--- src/rtl/serial_subtractor_if.sv ---
// Handshake and operand/result bundle for the bit-serial subtractor.
// The master side issues requests and the slave side returns results.
interface serial_subtractor_if #(
  parameter int WIDTH = 8
);
  logic             start;
  logic [WIDTH-1:0] a;
  logic [WIDTH-1:0] b;
  logic             bin;
  logic             busy;
  logic             done;
  logic [WIDTH-1:0] diff;
  logic             bout;
  logic             ovf;

  modport master (
    output start, a, b, bin,
    input  busy, done, diff, bout, ovf
  );

  modport slave (
    input  start, a, b, bin,
    output busy, done, diff, bout, ovf
  );
endinterface

--- src/rtl/serial_subtractor.sv ---
// Bit-serial LSB-first subtractor: one full-subtractor cell plus a borrow flop,
// producing a - b - bin after WIDTH shift cycles with a start/busy/done handshake.
module serial_subtractor #(
  parameter int WIDTH = 8
) (
  input logic                clk,
  input logic                rst_n,
  serial_subtractor_if.slave bus
);

  localparam int CW = (WIDTH > 2) ? $clog2(WIDTH) : 1;

  typedef enum logic [1:0] {
    IDLE,
    SHIFT,
    DONE
  } state_t;

  state_t           state_q, state_d;
  logic [WIDTH-1:0] a_sh_q, a_sh_d;
  logic [WIDTH-1:0] b_sh_q, b_sh_d;
  logic [WIDTH-1:0] res_q, res_d;
  logic             br_q, br_d;
  logic [CW-1:0]    cnt_q, cnt_d;
  logic             a_msb_q, a_msb_d;
  logic             b_msb_q, b_msb_d;
  logic             busy_q, busy_d;
  logic             done_q, done_d;
  logic [WIDTH-1:0] diff_q, diff_d;
  logic             bout_q, bout_d;
  logic             ovf_q, ovf_d;

  logic             a0, b0, d_bit, br_next, last_bit;

  assign a0       = a_sh_q[0];
  assign b0       = b_sh_q[0];
  assign d_bit    = a0 ^ b0 ^ br_q;
  assign br_next  = (~a0 & b0) | (~(a0 ^ b0) & br_q);
  assign last_bit = (cnt_q == CW'(WIDTH - 1));

  // DONE accepts a new start just like IDLE, giving back-to-back operation.
  always_comb begin
    state_d = state_q;
    a_sh_d  = a_sh_q;
    b_sh_d  = b_sh_q;
    res_d   = res_q;
    br_d    = br_q;
    cnt_d   = cnt_q;
    a_msb_d = a_msb_q;
    b_msb_d = b_msb_q;
    done_d  = 1'b0;
    diff_d  = diff_q;
    bout_d  = bout_q;
    ovf_d   = ovf_q;

    case (state_q)
      IDLE, DONE: begin
        state_d = IDLE;
        if (bus.start) begin
          state_d = SHIFT;
          a_sh_d  = bus.a;
          b_sh_d  = bus.b;
          br_d    = bus.bin;
          res_d   = '0;
          cnt_d   = '0;
          a_msb_d = bus.a[WIDTH-1];
          b_msb_d = bus.b[WIDTH-1];
        end
      end
      SHIFT: begin
        a_sh_d = a_sh_q >> 1;
        b_sh_d = b_sh_q >> 1;
        res_d  = {d_bit, res_q[WIDTH-1:1]};
        br_d   = br_next;
        cnt_d  = cnt_q + CW'(1);
        if (last_bit) begin
          state_d = DONE;
          diff_d  = {d_bit, res_q[WIDTH-1:1]};
          bout_d  = br_next;
          ovf_d   = (a_msb_q != b_msb_q) && (d_bit != a_msb_q);
          done_d  = 1'b1;
        end
      end
      default: state_d = IDLE;
    endcase

    busy_d = (state_d == SHIFT);
  end

  always_ff @(posedge clk or negedge rst_n) begin
    if (!rst_n) begin
      state_q <= IDLE;
      a_sh_q  <= '0;
      b_sh_q  <= '0;
      res_q   <= '0;
      br_q    <= 1'b0;
      cnt_q   <= '0;
      a_msb_q <= 1'b0;
      b_msb_q <= 1'b0;
      busy_q  <= 1'b0;
      done_q  <= 1'b0;
      diff_q  <= '0;
      bout_q  <= 1'b0;
      ovf_q   <= 1'b0;
    end else begin
      state_q <= state_d;
      a_sh_q  <= a_sh_d;
      b_sh_q  <= b_sh_d;
      res_q   <= res_d;
      br_q    <= br_d;
      cnt_q   <= cnt_d;
      a_msb_q <= a_msb_d;
      b_msb_q <= b_msb_d;
      busy_q  <= busy_d;
      done_q  <= done_d;
      diff_q  <= diff_d;
      bout_q  <= bout_d;
      ovf_q   <= ovf_d;
    end
  end

  assign bus.busy = busy_q;
  assign bus.done = done_q;
  assign bus.diff = diff_q;
  assign bus.bout = bout_q;
  assign bus.ovf  = ovf_q;

endmodule

--- src/flat_wrapper.sv ---
// flat-port wrapper written by rule: the top's interface ports become plain ports
module serial_subtractor_flat 
#(
  parameter int WIDTH = 8
)
  (clk, rst_n, bus_start, bus_a, bus_b, bus_bin, bus_busy, bus_done, bus_diff, bus_bout, bus_ovf);
  serial_subtractor_if #(.WIDTH(WIDTH)) bus_i ();
  input logic clk;
  input logic rst_n;
  input wire logic [$bits(bus_i.start)-1:0] bus_start;
  input wire logic [$bits(bus_i.a)-1:0] bus_a;
  input wire logic [$bits(bus_i.b)-1:0] bus_b;
  input wire logic [$bits(bus_i.bin)-1:0] bus_bin;
  output wire logic [$bits(bus_i.busy)-1:0] bus_busy;
  output wire logic [$bits(bus_i.done)-1:0] bus_done;
  output wire logic [$bits(bus_i.diff)-1:0] bus_diff;
  output wire logic [$bits(bus_i.bout)-1:0] bus_bout;
  output wire logic [$bits(bus_i.ovf)-1:0] bus_ovf;
  assign bus_i.start = bus_start;
  assign bus_i.a = bus_a;
  assign bus_i.b = bus_b;
  assign bus_i.bin = bus_bin;
  assign bus_busy = bus_i.busy;
  assign bus_done = bus_i.done;
  assign bus_diff = bus_i.diff;
  assign bus_bout = bus_i.bout;
  assign bus_ovf = bus_i.ovf;
  serial_subtractor #(.WIDTH(WIDTH)) u_core (.clk(clk), .rst_n(rst_n), .bus(bus_i));
endmodule
--- config.mk ---
export PLATFORM = sky130hd
export DESIGN_NAME = serial_subtractor_flat
export DESIGN_NICKNAME = d
export VERILOG_FILES = /design/src/rtl/serial_subtractor_if.sv /design/src/rtl/serial_subtractor.sv /design/src/flat_wrapper.sv
export SDC_FILE = /design/constraint.sdc
export NUM_CORES = 1
export LEC_CHECK = 0
export ABC_AREA = 0
export BUFFER_PORTS_ARGS = -buffer_cell sky130_fd_sc_hd__buf_4
export CORE_MARGIN = 2
export CORE_UTILIZATION = 57
export CTS_BUF_LIST = sky130_fd_sc_hd__clkbuf_4 sky130_fd_sc_hd__clkbuf_8
export DETAILED_ROUTE_END_ITERATION = 16
export PLACE_DENSITY = 0.81
export REMOVE_ABC_BUFFERS = 1
export SYNTH_ARGS = -nofsm -noshare
export SYNTH_HDL_FRONTEND = slang
export SYNTH_SLANG_ARGS = --single-unit
--- constraint.sdc ---
create_clock -name clk -period 1.6 [get_ports clk]
set_input_delay 0.16 -clock clk [delete_from_list [all_inputs] [get_ports clk]]
set_output_delay 0.16 -clock clk [all_outputs]
set_load 0.02 [all_outputs]
==> reports/qor.yml <==
clock_tree:
  clkLatencyLatePin_ns: 0.35
  cts.sinks: 43
  cts_max_level: 2
  postCtsSetupRepairBufs: 0
  root_buffer: "clkbuf_4"
  cts_tree: "done"
  cts_made_buffers: 5
  clk_pin_slew_ns: 0.12
  clockBufferDepth: 2
synthesis:
  synth_cell_type_count: 26
  yosysTopAreaCellShare: 0.600
  synthFlopType: "dfrtp_1"
  synth_mux_area_frac: 0.0502
  synth-compound-area-share: 0.125
  syn_area_per_cell_um2: 11.1
  synthTopCellsByArea: "dfrtp_1, nand2_1, a22o_1, a31oi_1, nor2_1"
  synth_top_family_by_area: "simple AND/OR/NAND/NOR gates"
  ys_warn_count: 0
  synth_cells: 161
  synthXorXnorAreaFrac: 0
  synth-simple-area-share: 0.146
  synth_seq_cells: 43
  syn_area_um2: 1790
  synth_edf_count: 0
  synthTopCellsByCount: "dfrtp_1, nand2_1, nor2_1"
  seq_area_frac_synth: 0.600
  yosysMostFrequentCell: "dfrtp_1"
  async_flop_share: 1.00
  yosys.area.top_type: "dfrtp_1"
  synthAdderAreaFrac: 0.0251
drt:
  viasPerCell: 5.36
  wl_per_cell_um: 13.7
  vias: 1286
  drc: 0
  drtIter0Drc: 75
  final_antenna_net_count: 0
  wl_mm: 3.29
  dr.pass1.iters: 4
floorplanning:
  rows: 20
  start_util: 0.593
  die_area_um2: 3610
  core_area_um2: 3030
  die_y_um: 60.1
  die_w_um: 60.1
  ios: 32
setup_path:
  crit_path_start_kind: "register"
  crit_start: "u_core.cnt_q[0]"
  critPathArrivalTime_ns: 1.73
  endpoint: "u_core.bus.diff[0]"
  worstPathRequired_ns: 1.84
  worstReg2RegEnd: "u_core.bus.diff[0]"
  ff2ff_path_depth: 4
  end_kind: "register"
  r2r_start: "u_core.cnt_q[0]"
  criticalPathCategory: "reg -> reg"
  r2r_slack_ns: 0.10
  crit_fanout: 10
layout:
  seqCellArea_um2: 1080
  stdcell_area_um2: 2160
  drive_gt1_frac: 0.276
  nets: 218
  n_fill_cell: 222
  area_delta_synth_final_pct: 20.2
  multi_input_area_um2: 637
  antennaDiodeCount: 0
  layoutNonFillerInstCount: 240
global_route:
  grt_use_total: 0.212
  grt-ovfl-total: 0
  grt_pass1_wl_mm: 5.60
  grt_pass1_vias: 1234
  grt_antenna_before_repair: 0
  grt_max_degree: 44
sta:
  finalSetupViolCount: 0
  tns_ns: 0
  clock.fmax_mhz: 667
  finalMaxSlewViolations: 0
  final_hold_viol_count: 0
  whs_ns: 0.0171
  finalCritPeriodShare: 0.936
  period_needed_ns: 1.50
  tightest_slew_ns: 0.523
  slew-limit-headroom: 0.651
  grt_setup_unrepaired: "false"
  skew_ns: 0.0141
power_and_ir_drop:
  irDropWorstVdd_mv: 0.940
  power.density_nw_per_um2: 2060
  power.leakage_nw: 1.07
placed_design:
  portBuffers: 31
  gp_congestion: 0.740
  hpwl_mm: 2.18
  dp_cells: 231
  placed_cell_area_um2: 2040
hold_path:
  min_path_type: "in -> reg"
job:
  maxCapViolCount: 0
outcome:
  status: "finished, final reports clean"
[critical path, cell delays in order (launching register included)]
cell      delay [ns]
dfrtp_1         0.42
ha_1            0.21
ha_1            0.23
nand3b_4        0.17
mux2_2          0.35
[flip-flops by register name, summed over array words and instances (netlist names)]
name / count
u_core.br_q: 1
u_core.bus.done: 1
u_core.b_msb_q: 1
u_core.cnt_q: 3
u_core.a_msb_q: 1
u_core.res_q: 7
u_core.a_sh_q: 8
u_core.bus.bout: 1
u_core.b_sh_q: 8
u_core.bus.diff: 8
u_core.state_q: 2
u_core.bus.busy: 1
u_core.bus.ovf: 1
[power breakdown]
group	internal, mW	leakage [nW]	switching [mW]
combinational	0.854	0.497	0.984
sequential	1.58	0.528	0.308
clock	0.369	0.0482	0.341
total	2.80	1.07	1.63
[timing repair]
item / CTS / global route
setup endpoints to repair: 0 / 9
hold buffers: 1 / 0
hold endpoints to repair: 43 / 0
gates resized for setup: 0 / 4
[logic make-up after synthesis]
group | after synthesis
fa+ha+maj | 3
buf+inv | 15
flops | 43
mux | 8
compound gates | 32
simple gates | 60
[through the flow]
stage                     power, mW  setup WS, ns   util
final                          4.44         0.102  0.712
after global routing           4.78        0.0368  0.712
after CTS                      4.41        0.0259  0.707
after detailed placement       3.69        0.0449  0.675
after global placement         3.58         0.107  0.675
after floorplan                3.03         0.122      -
[layout by cell type, fill, tap and decap left out, drive strengths merged, types with 4 or more instances in the layout]
master and instances:
a22o 11, clkbuf 6, nor2 16, dfrtp 43, mux2 8, nand2 36, inv 4, a31oi 14
buf 37, o21ai 5
[area by class of cell]
type | instances | share of cell area
sequential | 43 | 0.499
multi-input combinational | 103 | 0.295
timing repair buffer | 38 | 0.133
tap | 44 | 0.0255
clock buffer | 6 | 0.0238
clock inverter | 2 | 0.0162
inverter | 4 | 0.00696
[how the worst min path moves through the flow]
| stage | startpoint | to | slack, ns | depth (start not counted) |
|---|---|---|---|---|
| floorplan | rst_n | u_core.a_msb_q | -0.14 | 0 |
| global placement | rst_n | u_core.res_q[1] | 0.16 | 1 |
| detailed placement | rst_n | u_core.res_q[2] | 0.18 | 1 |
| CTS | bus_a[7] | u_core.a_msb_q | 0.01 | 3 |
| global route | bus_b[7] | u_core.b_msb_q | 0.03 | 3 |
| finish | bus_a[7] | u_core.a_msb_q | 0.02 | 3 |
[layer usage]
layer	vias up	routed length [µm]	GRT usage
met5	-	0	0
met4	0	51	0.0889
met3	5	137	0.0498
met2	30	1600	0.323
met1	636	1510	0.291
li1	615	-	-
(Power assumes the default switching activity.)
